===== config.mk =====
export PLATFORM = sky130hd
export DESIGN_NAME = fetch_unit
export DESIGN_NICKNAME = d
export VERILOG_FILES = /design/src/rtl/fetch_unit.sv
export SDC_FILE = /design/constraint.sdc
export NUM_CORES = 1
export LEC_CHECK = 0
export CAP_MARGIN = 20
export CORE_ASPECT_RATIO = 1.4
export CORE_MARGIN = 5
export CORE_UTILIZATION = 40
export DETAILED_ROUTE_END_ITERATION = 6
export GPL_ROUTABILITY_DRIVEN = 0
export GPL_TIMING_DRIVEN = 0
export MAX_ROUTING_LAYER = met4
export PLACE_DENSITY = 0.78
export SLEW_MARGIN = 25
export SYNTH_ARGS = -nofsm -noshare
export SYNTH_HDL_FRONTEND = slang
export SYNTH_SLANG_ARGS = --single-unit

===== constraint.sdc =====
create_clock -name clk -period 3.8 [get_ports clk]
set_input_delay 0.95 -clock clk [delete_from_list [all_inputs] [get_ports clk]]
set_output_delay 0.95 -clock clk [all_outputs]
set_load 0.05 [all_outputs]

===== src/rtl/fetch_unit.sv =====
// -----------------------------------------------------------------------------
// fetch_unit -- instruction-fetch stage of the pipelined MIPS core.
//
// Holds the fetch PC, selects the next PC and owns the IF/ID pipeline register.
// The instruction memory is read combinationally at imem_addr (= current PC),
// so a fetched word lands in instr_d one clock after its address is driven.
//
// Ports:
//   clk        : system clock, rising edge
//   rst_n      : asynchronous active-low reset
//   stall      : decode hazard stall; freezes PC and IF/ID, ignores redirects
//   npc_sel    : next-PC source for the instruction in D
//                (00 seq, 01 branch, 10 jump, 11 register jump)
//   br_taken   : branch condition, used only when npc_sel = 01
//   ext_imm    : sign-extended branch offset (in words)
//   j_index    : instr_index field of the jump in D
//   jr_target  : register operand for jr/jalr
//   imem_addr  : instruction-memory address (current fetch PC)
//   imem_rdata : instruction word at imem_addr
//   instr_d    : IF/ID instruction
//   pc_d       : IF/ID PC of instr_d
//   pc8_d      : pc_d + 8, the link address for jal/jalr
//
// Build option:
//   FETCH_DELAY_SLOT_EN defined   : the slot instruction after a control
//                                   transfer enters IF/ID and executes.
//   FETCH_DELAY_SLOT_EN undefined : the slot instruction is squashed to
//                                   NOP_WORD on a redirect.
// -----------------------------------------------------------------------------
module fetch_unit #(
  parameter logic [31:0] RESET_PC = 32'h0000_3000,
  parameter logic [31:0] NOP_WORD = 32'h0000_0000
) (
  input  logic        clk,
  input  logic        rst_n,
  input  logic        stall,
  input  logic [1:0]  npc_sel,
  input  logic        br_taken,
  input  logic [31:0] ext_imm,
  input  logic [25:0] j_index,
  input  logic [31:0] jr_target,
  output logic [31:0] imem_addr,
  input  logic [31:0] imem_rdata,
  output logic [31:0] instr_d,
  output logic [31:0] pc_d,
  output logic [31:0] pc8_d
);

  logic [31:0] pc_f_r;
  logic [31:0] instr_d_r;
  logic [31:0] pc_d_r;
  logic [31:0] pc8_d_r;

  logic [31:0] npc_s;
  logic        redirect_s;
  logic [31:0] seq_pc_s;
  logic [31:0] br_target_s;
  logic [31:0] j_target_s;
  logic [31:0] jr_target_s;

  assign seq_pc_s    = pc_f_r + 32'd4;
  // Branch targets are relative to the branch itself (in D), not to pc_f.
  assign br_target_s = pc_d_r + 32'd4 + (ext_imm << 2);
  assign j_target_s  = {pc_d_r[31:28], j_index, 2'b00};
  // Register targets are forced word-aligned.
  assign jr_target_s = jr_target & 32'hFFFF_FFFC;

  // Next-PC selection and redirect detection.
  always_comb begin
    npc_s      = seq_pc_s;
    redirect_s = 1'b0;
    case (npc_sel)
      2'b00: begin
        npc_s      = seq_pc_s;
        redirect_s = 1'b0;
      end
      2'b01: begin
        if (br_taken) begin
          npc_s      = br_target_s;
          redirect_s = 1'b1;
        end else begin
          npc_s      = seq_pc_s;
          redirect_s = 1'b0;
        end
      end
      2'b10: begin
        npc_s      = j_target_s;
        redirect_s = 1'b1;
      end
      2'b11: begin
        npc_s      = jr_target_s;
        redirect_s = 1'b1;
      end
      default: begin
        npc_s      = seq_pc_s;
        redirect_s = 1'b0;
      end
    endcase
  end

  // PC and IF/ID registers; a stall holds everything and masks any redirect.
  always_ff @(posedge clk or negedge rst_n) begin
    if (!rst_n) begin
      pc_f_r    <= RESET_PC;
      instr_d_r <= NOP_WORD;
      pc_d_r    <= RESET_PC;
      pc8_d_r   <= RESET_PC + 32'd8;
    end else if (!stall) begin
      pc_f_r  <= npc_s;
      pc_d_r  <= pc_f_r;
      pc8_d_r <= pc_f_r + 32'd8;
`ifdef FETCH_DELAY_SLOT_EN
      instr_d_r <= imem_rdata;
`else
      if (redirect_s) begin
        instr_d_r <= NOP_WORD;
      end else begin
        instr_d_r <= imem_rdata;
      end
`endif
    end else begin
      pc_f_r    <= pc_f_r;
      instr_d_r <= instr_d_r;
      pc_d_r    <= pc_d_r;
      pc8_d_r   <= pc8_d_r;
    end
  end

  assign imem_addr = pc_f_r;
  assign instr_d   = instr_d_r;
  assign pc_d      = pc_d_r;
  assign pc8_d     = pc8_d_r;

endmodule


[Yosys cells after proc, flatten, opt, wreduce, memory -nomap -nowiden]
Cells that the tools add are included.
W data, S select, Z words.
Word-level totals
  register bits after elaboration: 128
  output and inout bits: 128
  bits of input ports: 128
Operators by class
  reduce and logical (&&, ||, !) cells: 2
  multiplexer cells: 5
  equality and inequality tests: 3
  $add $sub $neg: 4
Operators by type and width (count)
  $pmux W32 S4: 1
  $add A32 B3 Y32 const B: 2
  $mux W32: 2
  $add A32 B32 Y32: 1
  $add A32 B4 Y32 const B: 1
  $eq A2 B2 Y1 const B: 2
  $pmux W1 S3: 1
  $eq A2 B1 Y1 const B: 1
  $logic_not A2 Y1: 1
  $reduce_or A2 Y1: 1
  $mux W1: 1

[Logic depth before layout (Yosys ltp)]
Gate-level depths: netlist of run 1.
  word-level depth: 4
  depth in mapped cells: 12
  gate-level depth less buffers: 12

[Worst setup path before layout of run 1]
OpenSTA, ideal clock, no wires.
  path kind: input to register
  start: in ext_imm[1]
  end: reg pc_f_r[25], in the netlist imem_addr[25]
  arrival time: 3.103 ns
  path buffers: 0
  setup slack: 0.566 ns
  stages on the path: 10
  cell sequence: ha_1 > ha_1 > fa_1 > a21oi_1 > o22ai_2 > a211oi_1 > o21ai_1 > nand3_1 > nor4_1 > or3b_1
Between the ends
  word-level cells in the longest chain between the ends: 3
RTL lines
  from (decl): RTL line 39  | input logic [31:0] ext_imm,
  $add A32 B32 Y32: RTL line 63  | assign br_target_s = pc_d_r + 32'd4 + (ext_imm << 2);
  $mux W32: RTL line 78  | if (br_taken) begin
  $pmux W32 S4: RTL line 72  | case (npc_sel)
  to (signal assigned): RTL line 109  | pc_f_r <= npc_s;
  to (signal assigned): RTL line 122  | pc_f_r <= pc_f_r;
  to (decl): RTL line 49  | logic [31:0] pc_f_r;
Every way passes these cells.
A chain may end at the register's enable or synchronous reset.

==> impl_metrics.csv, run 1 <==
group,metric,value,unit
yosys,syn_area,9010,µm²
yosys,syn_inst,1047,
yosys,netlist.area_leader.share,32.8,%
power,ir_drop,0.333,mV
cells_and_area,fin_area,12500,µm²
yosys,synth.distinct_cells,84,
min_path,hp-class,"input pin to async pin",
timing,maxSlewHeadroom,42.2,%
route,wl_per_cell,20.6,µm
clock_tree,ctsHtreeMaxLevel,4,
yosys,synth_area_leader_cell,"dfrtp_1",
clock_tree,ctsHoldBuffers,0,
global_routing,antenna_found_initial,0,
yosys,yosysSeqAreaShare,34.8,%
power,total_power,7.27,mW
floorplanning,die_y,188,µm
cells_and_area,mostFrequentLayoutCells,"clkdlybuf4s50_1 (249), nand2_1 (167), dfrtp_1 (118), o21ai_0 (111), a21oi_1 (63)",
cells_and_area,fin_util,56.0,%
timing,worst_pin_slew,0.868,ns
worst_setup_path,path_max_fanout,10,
floorplanning,initial_core_util,40.3,%
place,placedInstanceArea,11900,µm²
yosys,ys_warn_count,0,
clock_tree,cts.sinks,125,
timing,setup_viol,0,
yosys,syn_area_per_cell,8.61,µm²
place,port_buffers,250,
status,violations,"design-rule violations",
status,status,"finished with violations",
cells_and_area,layout_commonest_cell,"clkdlybuf4s50_1",
cells_and_area,instances_no_fill,1631,
timing,slew_violations,0,
floorplanning,die_w,137,µm
place,dp_hpwl,26100,µm
timing,fin_crit,3.69,ns
floorplanning,io-pin-count,256,
cells_and_area,antenna_cells,0,
place,pre_cts_ws,-0.278,ns
timing,clock.fmax,271,MHz
route,via_per_inst,5.77,
floorplanning,row_count,65,
cells_and_area,layout.nets,1505,
route,drtAntennaViolNets,0,
global_routing,grt_pass1_wl,51100,µm
global_routing,grt_max_degree,74,
cells_and_area,drive_gt1_share,10.5,%
route,drtIter0Drc,754,
clock_tree,worstSkewPairLatency,0.43,ns
clock_tree,post_cts_resized,0,
yosys,synthFlopType,"dfrtp_1",
worst_setup_path,start_kind,"input pin",
cells_and_area,area_growth,39.1,%
worst_setup_path,critical_path_class,"input pin to flop",
clock_tree,cts_tree,"built",
floorplanning,die_area,25700,µm²
worst_setup_path,crit_required,4.14,ns
route,route.detailed.drc,2,
global_routing,grt_pass1_vias,9282,
worst_setup_path,cp.arrival,4.03,ns
worst_setup_path,end_kind,"flop",
clock_tree,post_cts_buffers,0,
place,dp.cells,1599,
global_routing,grt_overflow,0,
timing,fin_skew,0.0112,ns
floorplanning,core,22400,µm²
clock_tree,cts_buffer_depth,2,
global_routing,grt_use_total,26.6,%
timing,finalHoldViolCount,0,
clock_tree,cts_root_buffer,"clkbuf_16",
route,routed-via-count,9412,
power,p_leak,5.13,nW
yosys,ys_async_sr_fraction,100,%
route,dr.pass1.iters,7,
yosys,syn-num-nets,1235,
timing,worst_slack,0.108,ns
route,drt_wl_total,33600,µm
clock_tree,cts_made_buffers,17,
power,p_per_area,580,nW/µm²
timing,timing.final.crit_share,97.2,%
flow_run,cap_violations,0,
yosys,synth_seq_cells,125,
yosys,synth_edf_count,0,
yosys,synth.area.top_cells,"dfrtp_1 (33%), ha_1 (8.2%), nand2_1 (7.0%)",
timing,rsz0062_at_grt,"no",
clock_tree,cts.reportedPaths.clkPinSlew,0.06,ns
final cells by class:
cell class	count	area, µm²
Sequential cell	125	3140
Buffer	79	369
Clock inverter	5	77.6
Tap cell	301	377
Timing Repair Buffer	251	2530
Inverter	28	105
Multi-Input combinational cell	815	5400
Fill cell	2054	9830
Clock buffer	27	533
per-stage QoR:
step	setup TNS, ns	hold WS [ns]
floorplan	0	0.600
global placement	-407.57	0.467
detailed placement	-3.88	0.471
CTS	0	0.444
global route	0	0.458
finish	0	0.425
cells in the mapped netlist, types with 12 or more instances:
cell type  number
o21ai_0       111
nor3_1         17
clkbuf_1       34
nand2b_1       12
mux2_2         34
nand4_1        18
dfrtp_1       118
xnor2_1        27
buf_2          21
nand3_1        28
o22ai_1        14
a21o_1         12
ha_1           59
buf_1          12
nand2_1       167
xor2_1         32
nor2_1         48
a21oi_1        63
inv_1          27
kinds of logic after synthesis:
family	after synthesis	share of synthesized area [%]
multiplexers	41	5.58
XOR/XNOR	59	5.73
AO/OA/AOI/OAI	305	21.3
flip-flops	125	34.8
adder cells (fa/ha/maj)	60	8.41
AND/OR/NAND/NOR	350	18.9
buffers and inverters	107	5.26
routing by layer:
layer	GRT usage, %	part of all wire, %	up-vias
li1	-	-	4322
met1	30.6	37	4375
met2	43.3	48	568
met3	3.92	8.2	147
met4	16.0	6.6	0
met5	-	0	-
power by group:
group / internal [mW] / switching, mW / leakage [nW]
Sequential: 1.59 / 0.243 / 1.53
Clock: 1.09 / 0.609 / 0.300
Combinational: 1.37 / 2.37 / 3.30
Total: 4.05 / 3.23 / 5.13
flip-flops by register name, indices dropped and copies added, names as in the netlist:
signal	count
imem_addr	32
instr_d	32
pc8_d	29
pc_d	32
worst max-delay path, stage by stage:
cell and delay [ns]:
clkdlybuf4s50_1 0.72, buf_2 0.38, buf_1 0.52, clkbuf_1 0.57, clkbuf_1 0.62, nand2_1 0.13, o21ai_0 0.12
final timing paths:
path	start	end	slack, ns	cells past startpoint
setup / recovery	stall	pc_d[6]	0.11	7
hold / removal	rst_n	pc_d[25]	0.43	1
setup reg to reg	pc_d[3]	imem_addr[25]	0.69	10
hold reg to reg	pc8_d[23]	pc8_d[23]	0.48	2
max in group asynchronous	rst_n	pc8_d[12]	2.62	2
min in group clk	pc8_d[23]	pc8_d[23]	0.48	2
Note: power is estimated with default switching activity, not from simulation.
==> inputs of run 2 (changes only) <==
Settings changed: ABC_AREA set to 1, CELL_PAD_IN_SITES_DETAIL_PLACEMENT set to 1, CELL_PAD_IN_SITES_GLOBAL_PLACEMENT set to 2, CORE_UTILIZATION 40 to 28, PLACE_DENSITY 0.78 to 0.95, SKIP_LAST_GASP set to 1.
==> impl_metrics.csv, run 2 <==
group,metric,value,unit
cells_and_area,multiInputGateArea,5480,µm²
global_routing,grt_overflow,0,
timing,worst_slack,0.354,ns
yosys,synth_seq_cells,125,
worst_setup_path,crit_required,4.12,ns
clock_tree,cts.reportedPaths.clkPinSlew,0.06,ns
worst_setup_path,r2r_end,"imem_addr[15]",
timing,timing.final.crit_share,90.7,%
power,switching_share,43.1,%
power,p_leak,6.47,nW
yosys,ys_async_sr_fraction,100,%
clock_tree,worstSkewPairLatency,0.43,ns
global_routing,antenna_found_initial,0,
floorplanning,row_count,79,
global_routing,grt_pass1_wl,67900,µm
timing,rsz0062_at_grt,"no",
timing,maxSlewHeadroom,42.4,%
worst_setup_path,start_kind,"input pin",
yosys,syn_area_per_cell,6.64,µm²
timing,fin_setup_tns,0,ns
floorplanning,die_y,228,µm
route,drtAntennaViolNets,0,
clock_tree,cts.sinks,125,
timing,fin_skew,0.0150,ns
power,pwr-share-comb,42.8,%
cells_and_area,mostFrequentLayoutCells,"nand2_1 (542), clkdlybuf4s50_1 (249), inv_1 (161), nand3_1 (142), dfrtp_1 (118)",
yosys,synthTopCellsByCount,"nand2_1 (542), inv_1 (161), nand3_1 (142), dfrtp_1 (118), nor2_1 (87)",
place,port_buffers,250,
min_path,hp-class,"input pin to async pin",
cells_and_area,fin_area,13200,µm²
yosys,netlist.area_leader.share,31.2,%
place,pre_cts_ws,-0.0610,ns
power,ir_drop,0.217,mV
timing,finalHoldViolCount,0,
flow_run,cap_violations,0,
floorplanning,core,33300,µm²
yosys,synth.most_common_cell,"nand2_1",
route,met2_length,23600,µm
global_routing,grt_pass1_vias,11800,
floorplanning,io-pin-count,256,
floorplanning,die_w,165,µm
power,clock_power_share,29.7,%
clock_tree,ctsHoldBuffers,0,
power,internal_power,3.63,mW
worst_setup_path,critical_path_class,"input pin to flop",
status,status,"finished, final reports clean",
cells_and_area,area_growth,39.8,%
yosys,syn_inst,1426,
clock_tree,post_cts_buffers,0,
yosys,synth.distinct_cells,44,
yosys,synth_area_leader_cell,"dfrtp_1",
route,wl_per_cell,21.0,µm
floorplanning,die_area,37700,µm²
route,met1_length,16500,µm
route,drt_wl_total,45200,µm
timing,worst_pin_slew,0.864,ns
power,p_per_area,482,nW/µm²
timing,clock.fmax,290,MHz
route,route.detailed.drc,0,
clock_tree,ctsHtreeMaxLevel,4,
worst_setup_path,path_max_fanout,5,
worst_setup_path,rr_startpoint,"pc_d[3]",
worst_setup_path,setup.worst_path.end,"imem_addr[15]",
global_routing,grt_use_total,24.7,%
cells_and_area,layout_commonest_cell,"nand2_1",
yosys,synthFlopType,"dfrtp_1",
timing,slew_violations,0,
power,p_sw,2.75,mW
cells_and_area,n_fill_cell,4268,
worst_setup_path,cp.arrival,3.76,ns
route,dr.pass1.iters,4,
clock_tree,cts_made_buffers,17,
cells_and_area,antenna_cells,0,
cells_and_area,drive_gt1_share,6.20,%
yosys,syn-num-nets,1614,
power,total_power,6.38,mW
route,via_per_inst,5.00,
timing,setup_viol,0,
worst_setup_path,cp-startpoint,"ext_imm[1]",
cells_and_area,layout.nets,1884,
clock_tree,cts_buffer_depth,2,
timing,fin_crit,3.45,ns
clock_tree,cts_tree,"built",
yosys,syn_area,9470,µm²
worst_setup_path,r2r_cells,12,
global_routing,grt_max_degree,75,
cells_and_area,fin_util,39.8,%
route,top_layer,"met4",
clock_tree,post_cts_resized,0,
route,drtIter0Drc,407,
yosys,synth_edf_count,0,
place,dp_hpwl,37100,µm
yosys,synth.area.top_cells,"dfrtp_1 (31%), nand2_1 (21%), ha_1 (7.8%)",
clock_tree,cts_root_buffer,"clkbuf_16",
worst_setup_path,ff2ff_setup_slack,0.89,ns
yosys,ys_warn_count,0,
route,route.met3.wl,2490,µm
floorplanning,initial_core_util,28.4,%
yosys,yosysSeqAreaShare,33.1,%
route,routed-via-count,10800,
power,pwr-share-seq,27.5,%
worst_setup_path,end_kind,"flop",
place,placedInstanceArea,12600,µm²
cells_and_area,regArea,3140,µm²
run 2: area by class of cell:
type,instances,area share [%]
Buffer,51,1.67
Clock buffer,20,3.52
Clock inverter,12,1.57
Inverter,170,4.82
Multi-Input combinational cell,1080,41.4
Sequential cell,125,23.7
Tap cell,445,4.20
Timing Repair Buffer,251,19.1
run 2: logic make-up after synthesis:
family          count (synthesis)  synth area share [%]
xor+xnor                       26                  2.40
simple gates                  833                  37.3
buf+inv                       221                  9.08
flops                         125                  33.1
mux                             1                 0.106
compound gates                160                  9.99
fa+ha+maj                      60                  8.01
run 2: worst max-delay path, cell delays in order:
cell and delay, ns:
clkdlybuf4s50_1 0.44, ha_1 0.30, ha_1 0.25, fa_1 0.44
nand3_1 0.11, nand3_1 0.16, nand3_1 0.12, nand3b_1 0.22
or2_2 0.34, nand3_1 0.07, nand2_1 0.12, a21oi_1 0.19
nor2_1 0.06
run 2: power groups by stage:
stage	Sequential, mW	Clock (mW)	Combinational (mW)
after floorplan	2.31	0	1.08
after global placement	1.77	0	2.68
after detailed placement	1.77	0	2.73
after CTS	1.75	1.92	2.75
after global routing	1.78	1.97	2.96
final	1.75	1.89	2.73
run 2: worst min-delay path by stage:
stage,end,cells past startpoint,from
3_5_place_dp,instr_d[28],2,instr_d[28]
4_1_cts,instr_d[30],2,instr_d[30]
2_1_floorplan,pc8_d[3],2,pc8_d[3]
6_report,instr_d[28],1,rst_n
3_3_place_gp,instr_d[23],2,instr_d[23]
5_1_grt,pc8_d[15],2,pc8_d[15]
run 2: through the flow:
stage | hold WS [ns] | std cells
after global placement | 0.462 | 2121
after CTS | 0.486 | 2154
after floorplan | 0.603 | 1426
after global routing | 0.515 | 2154
after detailed placement | 0.469 | 2122
final | 0.474 | 2154
run 2: layer usage:
metal	GRT usage, %	vias to the layer above
li1	-	5110
met1	25.3	5178
met2	44.3	354
met3	4.37	122
met4	13.4	0
met5	-	-
==> inputs of run 3 (changes only) <==
Settings changed: CORE_MARGIN 5 to 3.
==> impl_metrics.csv, run 3 (same netlist as run 2, synthesis figures left out) <==
group,metric,value,unit
timing,fin_skew,0.00959,ns
worst_setup_path,ff2ff_setup_slack,0.91,ns
route,drtIter0Drc,382,
route,wl_per_cell,20.3,µm
global_routing,grt_max_degree,80,
timing,worst_slack,0.360,ns
timing,maxSlewHeadroom,45.3,%
global_routing,grt_overflow,0,
worst_setup_path,cp-startpoint,"ext_imm[1]",
place,dp_hpwl,36200,µm
power,ir_drop,0.320,mV
route,via_per_inst,4.95,
route,route.detailed.drc,0,
clock_tree,ctsHoldBuffers,0,
worst_setup_path,crit_required,4.12,ns
worst_setup_path,cp.arrival,3.76,ns
cells_and_area,n_fill_cell,4251,
route,drt_wl_total,43800,µm
cells_and_area,mostFrequentLayoutCells,"nand2_1 (542), clkdlybuf4s50_1 (249), inv_1 (161), nand3_1 (142), dfrtp_1 (118)",
global_routing,grt_pass1_wl,66100,µm
floorplanning,die_area,36100,µm²
clock_tree,ctsHtreeMaxLevel,4,
timing,clock.fmax,291,MHz
worst_setup_path,critical_path_class,"input pin to flop",
clock_tree,cts_buffer_depth,2,
floorplanning,core,33300,µm²
cells_and_area,layout.nets,1884,
worst_setup_path,setup.worst_path.end,"imem_addr[15]",
power,p_per_area,464,nW/µm²
power,p_leak,6.44,nW
power,pwr-share-seq,28.8,%
worst_setup_path,path_max_fanout,5,
cells_and_area,multiInputGateArea,5480,µm²
power,switching_share,43.9,%
global_routing,grt_use_total,24.8,%
place,pre_cts_ws,-0.0834,ns
route,dr.pass1.iters,5,
worst_setup_path,rr_startpoint,"pc_d[3]",
timing,timing.hold.ws,0.477,ns
clock_tree,cts_root_buffer,"clkbuf_16",
worst_setup_path,start_kind,"input pin",
power,pwr-share-comb,44.7,%
route,drtAntennaViolNets,0,
timing,fin_crit,3.44,ns
worst_setup_path,end_kind,"flop",
floorplanning,die_y,224,µm
status,status,"finished, final reports clean",
timing,slew_violations,0,
clock_tree,cts_tree,"built",
cells_and_area,area_growth,38.8,%
clock_tree,post_cts_resized,0,
timing,timing.final.crit_share,90.5,%
cells_and_area,regArea,3140,µm²
route,routed-via-count,10700,
timing,worst_pin_slew,0.820,ns
floorplanning,initial_core_util,28.4,%
power,clock_power_share,26.5,%
floorplanning,die_w,161,µm
cells_and_area,antenna_cells,0,
clock_tree,cts.reportedPaths.clkPinSlew,0.06,ns
floorplanning,io-pin-count,256,
flow_run,cap_violations,0,
clock_tree,post_cts_buffers,0,
power,p_sw,2.67,mW
global_routing,grt_pass1_vias,11600,
power,internal_power,3.42,mW
clock_tree,cts_made_buffers,17,
power,total_power,6.10,mW
clock_tree,worstSkewPairLatency,0.43,ns
timing,setup_viol,0,
cells_and_area,drive_gt1_share,5.91,%
worst_setup_path,r2r_cells,12,
floorplanning,row_count,79,
min_path,hp-class,"input pin to async pin",
place,port_buffers,250,
global_routing,antenna_found_initial,0,
worst_setup_path,r2r_end,"imem_addr[15]",
clock_tree,cts.sinks,125,
timing,rsz0062_at_grt,"no",
cells_and_area,layout_commonest_cell,"nand2_1",
timing,finalHoldViolCount,0,
==> run 3: cell count changes in the layout (fill, tap and decap cells not counted), sizes merged <==
| cell | change |
|---|---|
| bufinv | -3 |
| clkbuf | +5 |
| clkinv | +3 |
| clkinvlp | -3 |
| inv | -2 |
==> run 3: final cells by class <==
type,instances,area share [%]
plain buffers,51,1.69
clock buffers,25,3.69
clock inverters,7,0.676
inverters,170,4.86
multi-input cells,1080,41.7
flip-flops and latches,125,23.9
well taps,445,4.24
repair buffers,251,19.3
==> run 3: critical path, stage by stage <==
cell	delay, ns
clkdlybuf4s50_1	0.45
ha_1	0.31
ha_1	0.25
fa_1	0.45
nand3_1	0.11
nand3_1	0.16
nand3_1	0.12
nand3b_1	0.20
or2_2	0.33
nand3_1	0.07
nand2_1	0.11
a21oi_1	0.18
nor2_1	0.06
==> run 3: worst min-delay path by stage <==
stage / startpoint / to / slack (ns)
3_3_place_gp: instr_d[16] / instr_d[16] / 0.46
2_1_floorplan: pc8_d[3] / pc8_d[3] / 0.60
6_report: rst_n / instr_d[25] / 0.48
4_1_cts: instr_d[29] / instr_d[29] / 0.48
3_5_place_dp: instr_d[29] / instr_d[29] / 0.47
5_1_grt: instr_d[6] / instr_d[6] / 0.50
==> run 3: metrics by stage <==
stage | util, % | instances | cell area [µm²] | setup TNS (ns)
after global placement | 37.6 | 2121 | 12500 | -409.22
after floorplan | - | 1426 | 9470 | 0
final | 39.5 | 2154 | 13100 | 0
after detailed placement | 37.7 | 2122 | 12600 | -0.0834
after global routing | 39.5 | 2154 | 13100 | 0
after CTS | 39.4 | 2154 | 13100 | 0
==> run 3: per-layer routing <==
| layer | GRT usage, % | vias to the layer above | routed length (µm) |
|---|---|---|---|
| met1 | 25.6 | 5163 | 16400 |
| met3 | 4.22 | 87 | 2150 |
| met2 | 45.8 | 299 | 23300 |
| met5 | - | - | 0 |
| met4 | 11.2 | 0 | 1970 |
| li1 | - | 5112 | - |
==> run 3: power by group through the flow <==
stage	clock network, mW	registers [mW]	logic (mW)
after floorplan	0	2.31	1.08
after global placement	0	1.77	2.67
after detailed placement	0	1.77	2.72
after CTS	1.65	1.75	2.74
after global routing	1.71	1.77	2.95
final	1.62	1.75	2.72
